File: src/rtl/sram_access_pkg.sv
// Shared definitions for the SRAM access initiator.
//   width_e     : request width encodings (11 is reserved and behaves as a word)
//   state_e     : access sequencing states
//   width_bytes : number of bytes moved for a given width encoding
package sram_access_pkg;

    typedef enum logic [1:0] {
        WIDTH_BYTE = 2'b00,
        WIDTH_HALF = 2'b01,
        WIDTH_WORD = 2'b10
    } width_e;

    typedef enum logic [2:0] {
        IDLE,
        RD_SPLIT,
        RD_WAIT,
        WR_SPLIT,
        ACK
    } state_e;

    function automatic logic [2:0] width_bytes(input logic [1:0] width);
        case (width)
            WIDTH_BYTE: return 3'd1;
            WIDTH_HALF: return 3'd2;
            default:    return 3'd4;
        endcase
    endfunction

endpackage

File: src/rtl/sram_lane_align.sv
// Combinational byte-lane steering for the SRAM access initiator.
//   Store side: st_offset/st_nbytes/st_wdata -> 8-bit lane mask and 64-bit
//               lane data spanning the current word and the next one.
//   Load side : {ld_hi, ld_lo} shifted down by ld_offset bytes, cut to
//               ld_nbytes and sign/zero extended into ld_rdata.
module sram_lane_align
    import sram_access_pkg::*;
(
    input  logic [1:0]  st_offset,
    input  logic [2:0]  st_nbytes,
    input  logic [31:0] st_wdata,
    output logic [7:0]  st_mask,
    output logic [63:0] st_data,
    input  logic [1:0]  ld_offset,
    input  logic [2:0]  ld_nbytes,
    input  logic        ld_signed,
    input  logic [31:0] ld_lo,
    input  logic [31:0] ld_hi,
    output logic [31:0] ld_rdata
);

    logic [3:0]  base_mask;
    logic [31:0] raw;

    always_comb begin
        // NOTE: every output of a combinational block gets a value on every
        // path (here via the case default) so no latch is inferred.
        case (st_nbytes)
            3'd1:    base_mask = 4'b0001;
            3'd2:    base_mask = 4'b0011;
            default: base_mask = 4'b1111;
        endcase
        st_mask = {4'b0000, base_mask} << st_offset;
        st_data = {32'h0, st_wdata} << {st_offset, 3'b000};

        // Bytes above n are discarded below, so junk in the unused lanes of
        // lo/hi never reaches the result.
        raw = 32'({ld_hi, ld_lo} >> {ld_offset, 3'b000});
        case (ld_nbytes)
            3'd1:    ld_rdata = {{24{ld_signed & raw[7]}}, raw[7:0]};
            3'd2:    ld_rdata = {{16{ld_signed & raw[15]}}, raw[15:0]};
            default: ld_rdata = raw;
        endcase
    end

endmodule

File: src/rtl/sram_access_initiator.sv
// Initiator side of a byte-enabled single-port SRAM (1-cycle read latency).
// Turns byte/half/word loads and stores at any byte alignment into one or two
// word accesses.
//   clk, reset_n (sync, active low)
//   req_*  : request from the memory stage (valid/ready handshake)
//   rsp_*  : one-cycle response pulse with extended load data (0 for stores)
//   mem_*  : SRAM word address, write data, per-byte write enables, read data
module sram_access_initiator
    import sram_access_pkg::*;
#(
    parameter int ADDR_WIDTH = 14,
    parameter int DATA_WIDTH = 32
) (
    input  logic                  clk,
    input  logic                  reset_n,
    input  logic                  req_valid,
    output logic                  req_ready,
    input  logic                  req_we,
    input  logic [1:0]            req_width,
    input  logic                  req_signed,
    input  logic [ADDR_WIDTH+1:0] req_byte_addr,
    input  logic [31:0]           req_wdata,
    output logic                  rsp_valid,
    output logic [31:0]           rsp_rdata,
    output logic [ADDR_WIDTH-1:0] mem_addr,
    output logic [31:0]           mem_din,
    output logic [3:0]            mem_write_en,
    input  logic [31:0]           mem_dout
);

    if (DATA_WIDTH != 32) begin : g_bad_data_width
        $error("sram_access_initiator supports DATA_WIDTH = 32 only");
    end

    state_e                state_q, state_d;
    logic [1:0]            off_q;
    logic [2:0]            nbytes_q;
    logic                  signed_q;
    logic                  split_q;
    logic [ADDR_WIDTH-1:0] addr2_q;
    logic [3:0]            be_hi_q;
    logic [31:0]           din_hi_q;
    logic [31:0]           lo_q;
    logic [31:0]           rdata_q;

    logic [1:0]            req_off;
    logic [ADDR_WIDTH-1:0] req_word;
    logic [2:0]            req_nbytes;
    logic                  req_split;
    logic                  fire;
    logic [7:0]            st_mask;
    logic [63:0]           st_data;
    logic [31:0]           ld_lo, ld_hi, ld_rdata;

    assign req_off    = req_byte_addr[1:0];
    assign req_word   = req_byte_addr[ADDR_WIDTH+1:2];
    assign req_nbytes = width_bytes(req_width);
    assign req_split  = ({1'b0, req_off} + req_nbytes) > 3'd4;
    assign fire       = req_valid && req_ready;

    // For a split load the first word was parked in lo_q and the second word
    // is on mem_dout now; an aligned load lives entirely in mem_dout.
    assign ld_lo = split_q ? lo_q : mem_dout;
    assign ld_hi = split_q ? mem_dout : 32'h0;

    sram_lane_align u_lane_align (
        .st_offset (req_off),
        .st_nbytes (req_nbytes),
        .st_wdata  (req_wdata),
        .st_mask   (st_mask),
        .st_data   (st_data),
        .ld_offset (off_q),
        .ld_nbytes (nbytes_q),
        .ld_signed (signed_q),
        .ld_lo     (ld_lo),
        .ld_hi     (ld_hi),
        .ld_rdata  (ld_rdata)
    );

    always_comb begin
        state_d      = state_q;
        req_ready    = 1'b0;
        mem_addr     = '0;
        mem_din      = 32'h0;
        mem_write_en = 4'b0000;
        // While reset is low nothing is accepted or driven, so a pending
        // second write is dropped in the very cycle reset appears.
        if (reset_n) begin
            case (state_q)
                IDLE: begin
                    req_ready = 1'b1;
                    if (req_valid) begin
                        mem_addr = req_word;
                        if (req_we) begin
                            mem_write_en = st_mask[3:0];
                            mem_din      = st_data[31:0];
                            state_d      = req_split ? WR_SPLIT : ACK;
                        end else begin
                            state_d      = req_split ? RD_SPLIT : RD_WAIT;
                        end
                    end
                end
                RD_SPLIT: begin
                    mem_addr = addr2_q;
                    state_d  = RD_WAIT;
                end
                WR_SPLIT: begin
                    mem_addr     = addr2_q;
                    mem_write_en = be_hi_q;
                    mem_din      = din_hi_q;
                    state_d      = ACK;
                end
                default: state_d = IDLE;
            endcase
        end
    end

    // NOTE: state registers use non-blocking assignments so every flop samples
    // values from before the edge, independent of statement order.
    always_ff @(posedge clk) begin
        if (!reset_n) begin
            state_q  <= IDLE;
            off_q    <= 2'b00;
            nbytes_q <= 3'd0;
            signed_q <= 1'b0;
            split_q  <= 1'b0;
            addr2_q  <= '0;
            be_hi_q  <= 4'b0000;
            din_hi_q <= 32'h0;
            lo_q     <= 32'h0;
            rdata_q  <= 32'h0;
        end else begin
            state_q <= state_d;
            if (fire) begin
                off_q    <= req_off;
                nbytes_q <= req_nbytes;
                signed_q <= req_signed;
                split_q  <= req_split;
                addr2_q  <= req_word + ADDR_WIDTH'(1);
                be_hi_q  <= st_mask[7:4];
                din_hi_q <= st_data[63:32];
            end
            if (state_q == RD_SPLIT) lo_q <= mem_dout;
            if (state_q == RD_WAIT)  rdata_q <= ld_rdata;
            if (state_q == ACK)      rdata_q <= 32'h0;
        end
    end

    // The response is decoded from the state register; in RD_WAIT the data is
    // formed straight from mem_dout and is held in rdata_q afterwards.
    assign rsp_valid = (state_q == RD_WAIT) || (state_q == ACK);
    always_comb begin
        case (state_q)
            RD_WAIT: rsp_rdata = ld_rdata;
            ACK:     rsp_rdata = 32'h0;
            default: rsp_rdata = rdata_q;
        endcase
    end

endmodule

File: config.mk
export PLATFORM = sky130hd
export DESIGN_NAME = sram_access_initiator
export DESIGN_NICKNAME = d
export VERILOG_FILES = /design/src/rtl/sram_access_pkg.sv /design/src/rtl/sram_lane_align.sv /design/src/rtl/sram_access_initiator.sv
export SDC_FILE = /design/constraint.sdc
export NUM_CORES = 1
export LEC_CHECK = 0
export BUFFER_PORTS_ARGS = -buffer_cell sky130_fd_sc_hd__buf_4
export CAP_MARGIN = 10
export CORE_UTILIZATION = 28
export DETAILED_ROUTE_END_ITERATION = 16
export GPL_TIMING_DRIVEN = 0
export SLEW_MARGIN = 20
export SYNTH_ARGS = -nofsm -noshare
export SYNTH_HDL_FRONTEND = slang
export SYNTH_SLANG_ARGS = --single-unit
export TNS_END_PERCENT = 5
File: constraint.sdc
create_clock -name clk -period 2.61 [get_ports clk]
set_clock_uncertainty 0.15 [all_clocks]
set_input_delay 0.3915 -clock clk [delete_from_list [all_inputs] [get_ports clk]]
set_output_delay 0.3915 -clock clk [all_outputs]
set_load 0.1 [all_outputs]
After elaboration in Yosys (flattened, before gate mapping)
Cells that the tools add are included.
{ "classes": {"addsub": 2, "multipliers": 0, "n_mux": 24, "eq_ne": 10, "div_mod_pow": 0, "magnitude_cmp": 1, "n_reduce_logical": 6, "shift": 3, "bitwise": 3} }
{ "ops": {"columns": ["op", "count"], "rows": [
  ["$pmux W32 S2", 3],
  ["$mux W32", 5],
  ["$shl A32 B5 Y64", 1],
  ["$shr A64 B5 Y32", 1],
  ["$mux W14", 2],
  ["$pmux W14 S2", 1],
  ["$pmux W4 S2", 2],
  ["$add A14 B1 Y14 const B", 1],
  ["$eq A3 B2 Y1 const B", 4],
  ["$mux W4", 3],
  ["$eq A3 B1 Y1 const B", 3],
  ["$mux W3", 3],
  ["$pmux W3 S3", 1],
  ["$shl A4 B2 Y8", 1],
  ["$pmux W3 S2", 1],
  ["$reduce_or A2 Y1", 2],
  ["$add A2 B3 Y3", 1],
  ["$eq A3 B3 Y1 const B", 1],
  ["$gt A3 B3 Y1 const B", 1],
  ["$logic_not A3 Y1", 1],
  ["$and A1 B1 Y1", 2],
  ["$eq A2 B1 Y1 const B", 1],
  ["$logic_not A2 Y1", 1],
  ["$mux W1", 2],
  ["5 further kinds", 5]
]} }
{ "word_totals": {"mem_count": 0, "in_bits": 87, "output_inout_bits": 84, "latch_bits": 0, "regBits": 124, "ram_bits": 0, "elab_cells": 59, "rom_bits": 0} }

Depth between registers and ports, before layout
{ "logic_depth": {"depth_word": 9, "depth_mapped": 13, "ltp_nobuf": 12} }

Cells and area by module
A second synthesis with hierarchy kept.
{ "hier_totals": {"cells_unflattened": 986, "area_unflattened_um2": 8152.8} }
{ "modules_own_cells": {"columns": ["mod", "area_per_inst_um2", "instances", "cells_per_inst", "seq_area_each_um2"], "rows": [
  ["sram_access_initiator", 6266.0, 1, 729, 2482.4],
  ["sram_lane_align", 1886.8, 1, 257, 0.0]
]} }

Worst setup path after synthesis
No wires, ideal clock.
{ "synth_timing": {"kind": "register -> output", "startpoint": "register state_q[1]", "endpoint": "output port mem_din[0]", "stages_incl_launch_ff": 5, "path_buffers": 1, "slack_ns": -3.418, "t_required_ns": 2.069, "t_arrival_ns": 5.486, "cell_sequence": "dfxtp_1 -> clkbuf_1 -> nor4_1 -> nor2_1 -> nor2_1"} }
{ "synth_between": {"elab_chain_cells": 3, "elab_cells_between_ends": 4, "cone_classes": "1 x eq/ne; 2 x mux; 1 x reduce/logical"} }
{ "synth_rtl": {"columns": ["element", "line_no", "rtl"], "rows": [
  ["from (decl)", "sram_access_initiator.sv:35", "state_e state_q, state_d;"],
  ["from (signal assigned)", "sram_access_initiator.sv:133", "state_q <= state_d;"],
  ["$eq A3 B2 Y1 or $logic_not A3 Y1 (tied branches)", "sram_access_initiator.sv:89", "case (state_q)"],
  ["$pmux W32 S2 *", "sram_access_initiator.sv:89", null],
  ["$mux W32 *", "sram_access_initiator.sv:88", "if (reset_n) begin"],
  ["to (decl)", "sram_access_initiator.sv:26", "output logic [31:0] mem_din,"]
]} }
Mark *: on every way between the ends. The rest lies on a longest branch, timed or not.

Worst setup path after layout
{ "layout_timing": {"startpoint": "register off_q[0]", "endpoint": "output port rsp_rdata[21]"} }
{ "layout_between": {"elab_chain_cells": 4, "elab_cells_between_ends": 5, "cone_classes": "1 x shift; 2 x mux; 2 x bitwise"} }
{ "layout_rtl": {"columns": ["element", "line_no", "rtl"], "rows": [
  ["from (decl)", "sram_access_initiator.sv:36", "logic [1:0] off_q;"],
  ["from (signal assigned)", "sram_access_initiator.sv:135", "off_q <= req_off;"],
  ["$shr A64 B5 Y32 *", "sram_lane_align.sv:38", "raw = 32'({ld_hi, ld_lo} >> {ld_offset, 3'b000});"],
  ["$and A1 B1 Y1, on equally long branches", "sram_lane_align.sv:41, sram_lane_align.sv:40", null],
  ["$pmux W32 S2 *", "sram_lane_align.sv:39", "case (ld_nbytes)"],
  ["$pmux W32 S2 *", "sram_access_initiator.sv:153", "case (state_q)"],
  ["to (decl)", "sram_access_initiator.sv:24", "output logic [31:0] rsp_rdata,"]
]} }
Marked as above.

==> metrics.txt <==
status=finished, violations left; violated checks=negative setup slack; cell chain of the critical path=mux2_2, a22oi_2, a211oi_4, o21ai_4, buf_2, o211ai_1, buf_6; ys flop type=dfxtp_1; H-Tree Depth=4; Syn Std Cell Area=0.00717 sq mm; Detailed Route WL=27.8 mm; initial antenna violation count=0; ys async rst share=0; CP Capture Type=output pin; largest net degree at the start of global routing=17; crit path DAT=2.41 ns; CTS tree=done; number of port buffers=170; crit share post-route=1.13; placed cell areas=0.00916 sq mm; Setup Viol. Count Final=47; critical path fanouts, max=6; Seq/Total Area, Yosys=0.321; vias in the first global route=7472; first-pass GRT wire length=42.6 mm; Core Region=0.0251 sq mm; P_leak=0.00418 uW; Yosys cell types=54; via count=7725; Final WS setup=-0.346 ns; WL/cell=19.3 um; # diodes=0; Post-synth EDFFs=0; Critical Path Start Type=flip-flop; post-synthesis register bit count=115; r2r worst-path depth=7; final hold slack=0.0165 ns; Synth-to-Final Area Change=55.1%; Worst-Margin Slew=1.03 ns; DRT Pass-1 Iters=5; DRT iter0 DRCs=614; Initial Utilization=0.285; min Tclk post-route=2.96 ns; total die area=0.0262 sq mm; type of the worst setup path=reg2out; RSZ-0062 raised after global routing=true; Post-Syn Instances=889; Row Count=58; Hold-fix buffers, CTS=0; Slowest-stage cell, CP=dfxtp_4; final slew viol count=0; Layout Cells excl Fill=1439; Worst Hold Path EP=signed_q$_SDFFE_PN0P_; pwr dens=654 mW/mm^2; Fmax=338 MHz; Final Hold Viols=0; area of the multi-input gates=0.00508 sq mm; dpl hpwl=20.4 mm; Die Y=162 um; Clock Tree Root=clkbuf_16; yosys warns=0; Worst Hold Class=in2reg; reg2reg setup slack=0.30 ns; DRT antenna net count=0; clock-pin transition on the worst setup and hold timing paths=0.05 ns; r2r endpoint=rdata_q[25]$_SDFFE_PP0P_; layout cell share with drive strength beyond 1=0.393; Max-Cap Viols=0; routability cong.=0.870; Reg area=0.00231 sq mm; worst hold path cell count=3; grt ovf=0; syn nets=981; DRC viols=0; Worst Path Required=2.07 ns; TritonCTS buffer count=17; DP Cell Count=1389; design area=0.0111 sq mm; Syn Area/Cell=8.06 sq um; Largest stage delay, worst path=0.40 ns; vias per inst=5.37; Slew headroom=0.312; worst vdd ir=0.362 mV; I/O Pins=171; Fillers=2439; die span in x=162 um; R2R Path Start=off_q[0]$_SDFFE_PN0P_; Max Buffers Root-to-Sink=2; Total Nets Final=1189; min-delay src=req_signed; CTS sink cnt=115; clk_lat worst skew=0.42 ns; GRT Resource Usage Total=0.209
[state kept, by name, indices dropped and copies added, names as in the netlist]
name,flops
lo_q,32
off_q,2
state_q,3
nbytes_q,3
be_hi_q,3
din_hi_q,24
split_q,1
addr2_q,14
signed_q,1
rdata_q,32
[report_power, final]
group | internal (uW) | total, uW | switching [uW]
Clock | 1760 | 2610 | 849
Combinational | 934 | 2690 | 1760
Sequential | 1890 | 1970 | 86.8
Total | 4580 | 7270 | 2690
[cell families after synthesis]
logic type / share of synthesized area
adder cells (fa/ha/maj): 0.00978
flip-flops: 0.321
buffers and inverters: 0.0564
AO/OA/AOI/OAI: 0.231
multiplexers: 0.162
XOR/XNOR: 0.0183
AND/OR/NAND/NOR: 0.202
[cell type report]
class                           count  share of cell area
Inverter                            7             0.00281
Clock inverter                      9              0.0159
Sequential cell                   115               0.208
Timing Repair Buffer              192               0.186
Tap cell                          330              0.0371
Multi-Input combinational cell    682               0.457
Clock buffer                       22              0.0427
Buffer                             82              0.0507
[layout by cell type, fill, tap and decap left out, types with 7 or more instances in the layout]
cell type,n
buf_12,37
mux2i_1,32
buf_6,40
mux4_2,14
nor2_4,12
nor2_1,95
nand2_1,130
o211ai_1,16
dfxtp_1,110
clkbuf_1,35
a32o_2,12
nor3_1,10
a21oi_1,72
mux2_2,23
a21o_1,8
nand3_1,44
o21ai_2,16
a211oi_4,7
a222oi_1,7
a221oi_1,8
o21ai_0,18
o21a_1,7
mux2i_2,17
buf_2,8
clkbuf_16,17
buf_4,123
a311oi_2,10
buf_8,9
a22o_1,14
a22oi_2,10
a21oi_2,7
xnor2_1,9
clkbuf_2,9
[synthesized netlist by cell type, types with 5 or more instances]
cell type  count  area share
nor2_1       109       0.057
inv_1          6      0.0031
nor2b_1        9      0.0079
a222oi_1       7      0.0098
o211ai_1      16       0.017
clkbuf_1      55       0.029
a211oi_1      11       0.012
o21ai_0       32       0.022
a21oi_1       79       0.055
dfxtp_1      115        0.32
a21o_1         8      0.0084
nand2_1      130       0.068
mux2i_1       55       0.077
a22oi_1       11       0.012
o21a_1         7      0.0073
xor2_1         6      0.0073
o21ai_1        5      0.0035
mux2_2        26       0.041
and3_1         5      0.0044
nor3_1        10      0.0070
xnor2_1        9       0.011
a311oi_2      10       0.021
a32o_1        14       0.020
buf_1          6      0.0031
a311oi_1       6      0.0073
a221oi_1       8      0.0098
mux4_2        14       0.044
a22o_1        16       0.020
buf_2         17       0.012
nand3_1       44       0.031
[layer usage]
metal	up-vias	GRT usage	part of all wire
met5	-	0	0
met3	58	0.0352	0.062
met4	0	0.0823	0.028
li1	3646	-	-
met1	3718	0.270	0.42
met2	303	0.346	0.49
[worst max-delay path: cells and delay by family (launching register included)]
kind,cells,cell delay (ns)
AOI/OAI and AO/OA,4,0.79
muxes,1,0.36
DFF,1,0.40
buffers and inverters,2,0.44
[through the flow]
step	setup slack [ns]	power (uW)	TNS, ns	util
floorplan	-0.527	3670	-22.23	-
global placement	-0.575	4290	-15.01	0.365
detailed placement	-0.569	4300	-14.46	0.365
CTS	-0.356	7210	-11.53	0.433
global route	-0.410	7520	-13.68	0.443
finish	-0.346	7270	-10.13	0.443
[what timing repair did]
item	in CTS	in global routing
buffers inserted	13	5
resized for setup	237	57
endpoints found under the setup margin	83	82
pin swaps	40	12
gates cloned	3	1
[worst max-delay path by stage]
stage / end / slack (ns) / start / depth (start not counted)
finish: rsp_rdata[21] / -0.35 / off_q[0]$_SDFFE_PN0P_ / 7
global route: rsp_rdata[17] / -0.41 / off_q[0]$_SDFFE_PN0P_ / 8
detailed placement: mem_din[26] / -0.57 / req_byte_addr[0] / 7
CTS: rsp_rdata[11] / -0.36 / off_q[0]$_SDFFE_PN0P_ / 8
floorplan: rsp_rdata[24] / -0.53 / off_q[0]$_SDFFE_PN0P_ / 8
global placement: mem_din[26] / -0.57 / req_byte_addr[0] / 7
Power figures use the tool's default switching activity.
